$ cat src/rtl/timer_sched.sv
// Round-robin scheduler that shares one delay timer between NumReq requesters.
// Optional RUN-state watchdog is enabled by defining TIMER_SCHED_WDOG_EN.
module timer_sched #(
   parameter int NumReq     = 4,
   parameter int CNT_WIDTH  = 4,
   parameter int WdogCycles = 64
) (
   input  logic                          i_clk,
   input  logic                          i_rst_sync_n,
   input  logic [NumReq-1:0]             i_req_valid,
   input  logic [NumReq*CNT_WIDTH-1:0]   i_req_cnt,
   output logic [NumReq-1:0]             o_req_ready,
   output logic [NumReq-1:0]             o_done,
   output logic                          o_err,
   output logic                          o_busy,
   output logic [CNT_WIDTH-1:0]          o_tmr_cnt,
   output logic                          o_tmr_update,
   input  logic                          i_tmr_done
);

   localparam int IdxW = $clog2(NumReq);

   typedef enum logic [1:0] {
      ST_IDLE,
      ST_LOAD,
      ST_RUN,
      ST_DONE
   } state_e;

   state_e               state_q, state_d;
   logic [IdxW-1:0]      rr_ptr_q, rr_ptr_d;
   logic [IdxW-1:0]      idx_q, idx_d;
   logic [CNT_WIDTH-1:0] cnt_q, cnt_d;
   logic [IdxW-1:0]      grant_idx;
   logic                 grant_found;
   logic                 wdog_fire;
   logic [CNT_WIDTH-1:0] req_cnt [NumReq];

   genvar gi;
   for (gi = 0; gi < NumReq; gi++) begin : g_unpack
      assign req_cnt[gi] = i_req_cnt[gi*CNT_WIDTH +: CNT_WIDTH];
   end

   // Walk offsets from far to near so the candidate closest to rr_ptr wins.
   always_comb begin : grant_search
      logic [IdxW:0] cand;
      grant_found = 1'b0;
      grant_idx   = '0;
      cand        = '0;
      for (int k = NumReq - 1; k >= 0; k--) begin
         cand = {1'b0, rr_ptr_q} + (IdxW+1)'(k);
         if (cand >= (IdxW+1)'(NumReq)) begin
            cand = cand - (IdxW+1)'(NumReq);
         end
         if (i_req_valid[cand[IdxW-1:0]]) begin
            grant_found = 1'b1;
            grant_idx   = cand[IdxW-1:0];
         end
      end
   end

`ifdef TIMER_SCHED_WDOG_EN
   localparam int WdW = $clog2(WdogCycles + 1);

   logic [WdW-1:0] wdog_q, wdog_d;
   logic           err_q, err_d;

   // Fires on the RUN cycle whose increment would bring the count to WdogCycles.
   assign wdog_fire = (state_q == ST_RUN) && !i_tmr_done &&
                      (wdog_q == WdW'(WdogCycles - 1));

   always_comb begin
      wdog_d = wdog_q;
      err_d  = err_q;
      case (state_q)
         ST_IDLE: err_d = 1'b0;
         ST_LOAD: begin
            wdog_d = '0;
            err_d  = 1'b0;
         end
         ST_RUN: begin
            wdog_d = wdog_q + 1'b1;
            err_d  = wdog_fire;
         end
         default: ;
      endcase
   end

   always_ff @(posedge i_clk) begin
      if (!i_rst_sync_n) begin
         wdog_q <= '0;
         err_q  <= 1'b0;
      end else begin
         wdog_q <= wdog_d;
         err_q  <= err_d;
      end
   end

   assign o_err = (state_q == ST_DONE) && err_q;
`else
   assign wdog_fire = 1'b0;
   assign o_err     = 1'b0;
`endif

   always_comb begin
      state_d      = state_q;
      rr_ptr_d     = rr_ptr_q;
      idx_d        = idx_q;
      cnt_d        = cnt_q;
      o_req_ready  = '0;
      o_done       = '0;
      o_busy       = (state_q != ST_IDLE);
      o_tmr_cnt    = '0;
      o_tmr_update = 1'b0;
      case (state_q)
         ST_IDLE: begin
            if (grant_found && i_rst_sync_n) begin
               o_req_ready[grant_idx] = 1'b1;
               idx_d   = grant_idx;
               cnt_d   = req_cnt[grant_idx];
               // A zero delay skips the timer entirely.
               state_d = (req_cnt[grant_idx] == '0) ? ST_DONE : ST_LOAD;
            end
         end
         ST_LOAD: begin
            o_tmr_update = 1'b1;
            o_tmr_cnt    = cnt_q;
            state_d      = ST_RUN;
         end
         ST_RUN: begin
            o_tmr_cnt = cnt_q;
            if (i_tmr_done || wdog_fire) begin
               state_d = ST_DONE;
            end
         end
         ST_DONE: begin
            o_done[idx_q] = 1'b1;
            rr_ptr_d = (idx_q == IdxW'(NumReq - 1)) ? '0 : idx_q + 1'b1;
            state_d  = ST_IDLE;
         end
         default: state_d = ST_IDLE;
      endcase
   end

   always_ff @(posedge i_clk) begin
      if (!i_rst_sync_n) begin
         state_q  <= ST_IDLE;
         rr_ptr_q <= '0;
         idx_q    <= '0;
         cnt_q    <= '0;
      end else begin
         state_q  <= state_d;
         rr_ptr_q <= rr_ptr_d;
         idx_q    <= idx_d;
         cnt_q    <= cnt_d;
      end
   end

endmodule
$ cat config.mk
export PLATFORM = sky130hd
export DESIGN_NAME = timer_sched
export DESIGN_NICKNAME = d
export VERILOG_FILES = /design/src/rtl/timer_sched.sv
export SDC_FILE = /design/constraint.sdc
export NUM_CORES = 1
export LEC_CHECK = 0
export BUFFER_PORTS_ARGS = -buffer_cell sky130_fd_sc_hd__buf_2
export CAP_MARGIN = 0
export CORE_MARGIN = 5
export CORE_UTILIZATION = 45
export DETAILED_ROUTE_END_ITERATION = 7
export GPL_ROUTABILITY_DRIVEN = 0
export HOLD_SLACK_MARGIN = 0.08
export PLACE_DENSITY_LB_ADDON = 0.15
export SLEW_MARGIN = 20
export SYNTH_ARGS = -nofsm -noshare
export SYNTH_HDL_FRONTEND = slang
export SYNTH_SLANG_ARGS = --single-unit
$ cat constraint.sdc
create_clock -name i_clk -period 3.7 [get_ports i_clk]
set_input_delay 0.74 -clock i_clk [delete_from_list [all_inputs] [get_ports i_clk]]
set_output_delay 0.74 -clock i_clk [all_outputs]
set_load 0.02 [all_outputs]
==> reports/results.tsv <==
metric	value	unit
Max Transition Viols Final	0	
FILL cells	187	
site row count	15	
WHS	0.459	ns
Post-synth top flop	dfxtp_1	
layout cell share with drive strength beyond 1	37.3	%
# IOs	38	
syn nets	129	
Root Driver	clkbuf_4	
CP Data Arrival Time	2.08	ns
GRT Overall Usage	15.8	%
Die X	53.4	microns
Max Root-Sink Buffers	2	
number of global-route vias before repair	796	
DRT Pass-1 Iters	3	
Critical R2R Launch	rr_ptr_q[1]$_SDFFE_PN0P_	
ant diodes	0	
leakage	0.000518	uW
Power, Total	550	uW
hold endpoint	cnt_q[1]$_SDFFE_PN0P_	
Clock Sinks	10	
crit path kind	primary input to output port	
commonest non-fill, non-tap cell in the layout	buf_2	
Max-cap violations	0	
fin cells	159	
largest net degree at the start of global routing	14	
Syn Inst Count	98	
initial antenna violation count	0	
Post-synth EDFFs	0	
status	complete, no violations	
mapped cell area	846	sq um
crit path time final	2.82	ns
post-CTS sizing	0	
most frequent cells in the layout	36 x buf_2, 11 x mux2i_1, 10 x dfxtp_1	
final setup TNS	0	ns
die height	53.4	microns
Reg area	200	sq um
TritonCTS clock tree	done	
share of synthesized flip-flops with an asynchronous set or reset	0	%
# H-tree levels	1	
Clk pin slew, worst setup/hold paths	0.06	ns
first-pass GRT wire length	3280	microns
cts-stage hold buffer count	0	
Inserted Clock Buffers	3	
initial core utilization	47.9	%
Final period util	76.3	%
Clock Skew	0.00888	ns
Register-to-Register Path Depth	8	
Routed Antenna Nets	0	
full die area	2850	sq um
dpl hpwl	1590	microns
clk_lat worst skew	0.27	ns
Post-CTS Setup Repair Bufs	0	
CP endpoint kind	output port	
Peak Freq	0.354	GHz
Distinct cells, synth	30	
# port buffers	36	
DRT iter0 DRCs	6	
footprint of the multi-input gates	586	sq um
Hold Violations, Final	0	
reg2reg end	state_q[1]$_SDFFE_PN0P_	
Finished Core Util	60.7	%
Max rail drop VDD	0.342	mV
post-synthesis sequential area ratio	23.7	%
Finish-stage setup viols	0	
PwrDens	513	nW/um^2
worst path required time	2.96	ns
#FFs+latches synth	10	
Worst Hold Depth	2	
detailed-route via count	780	
drc violations	0	
R2R setup slack	1.50	ns
Ys Warns	0	
worst hold path class	flop to flop	
Layout Nets	166	
WL final	1940	microns
average wire per standard cell	12.2	microns
RSZ-0062 raised after global routing	no	
Area Growth Syn to Fin	26.6	%
syn avg cell area	8.63	sq um
Post-Place Cells	155	
DR vias/cell	4.91	
gr ovfl total	0	
Core Region	1760	sq um
hold path startpoint	cnt_q[1]$_SDFFE_PN0P_	
CP Launch Type	primary input	
crit-path max FO	13	
-- metal layers --
layer  track usage (%)  wire length [microns]  vias to the layer above  share of wire, %
met1              17.3                    840                      347                43
li1                  -                      -                      412                 -
met3              5.63                    142                        2               7.3
met4              3.83                     18                        0              0.93
met2              28.4                    937                       19                48
met5                 0                      0                        -                 0
-- cell usage after synthesis, types with 2 or more instances --
cell,instances,share of area (%)
ha_1,8,12
a21oi_1,4,2.4
o21ai_0,5,3.0
mux2_2,6,8.0
and2_1,8,5.9
nor3b_1,2,1.8
nand3_1,4,2.4
nand2b_1,2,1.5
mux2i_1,11,13
nor2b_1,4,3.0
dfxtp_1,10,24
inv_1,8,3.6
nand2_1,5,2.2
nor2_1,2,0.89
clkbuf_1,3,1.3
o21ai_1,2,1.2
-- per-stage QoR --
step | setup slack [ns] | area, sq um
final | 0.877 | 1070
after floorplan | 0.856 | 846
after CTS | 0.865 | 1070
after detailed placement | 0.863 | 1030
after global placement | 0.930 | 1030
after global routing | 0.739 | 1070
-- worst max-delay path: stages --
cell	delay [ns]
buf_2	0.14
o41ai_1	0.45
or2_2	0.31
inv_1	0.12
and3_1	0.17
buf_2	0.15
-- where the power goes --
part	switching, uW	internal, uW	leakage, uW
Combinational	169	117	0.000414
Sequential	23.1	140	0.0000822
Clock	40.2	59.8	0.0000210
-- logic make-up after synthesis --
logic type	after synthesis	share of synthesized area, %
other	1	0.443
buffers and inverters	13	7.10
adders and majority gates	8	11.8
DFF	10	23.7
AOI/OAI and AO/OA	18	15.5
and+or+nand+nor	31	20.4
muxes	17	21.0
-- worst max-delay path by stage --
stage,start,endpoint,slack (ns),cells past startpoint
3_3_place_gp,i_req_valid[0],o_req_ready[3],0.93,6
4_1_cts,i_req_valid[0],o_req_ready[3],0.86,6
2_1_floorplan,i_req_valid[2],o_req_ready[1],0.86,5
5_1_grt,i_req_valid[0],o_req_ready[3],0.74,6
3_5_place_dp,i_req_valid[0],o_req_ready[3],0.86,6
6_report,i_req_valid[0],o_req_ready[3],0.88,6
-- state kept, by name (all words and copies together), names as in the netlist --
| name | cells |
|---|---|
| cnt_q | 4 |
| idx_q | 2 |
| rr_ptr_q | 2 |
| state_q | 2 |
-- layout make-up --
type                    count  share of cell area [%]
well taps                  25                    2.92
multi-input cells          75                    54.7
inverters                   8                    2.80
repair buffers             37                    17.5
flip-flops and latches     10                    18.7
clock buffers               4                    3.39
Note: power is estimated with default switching activity, not from simulation.
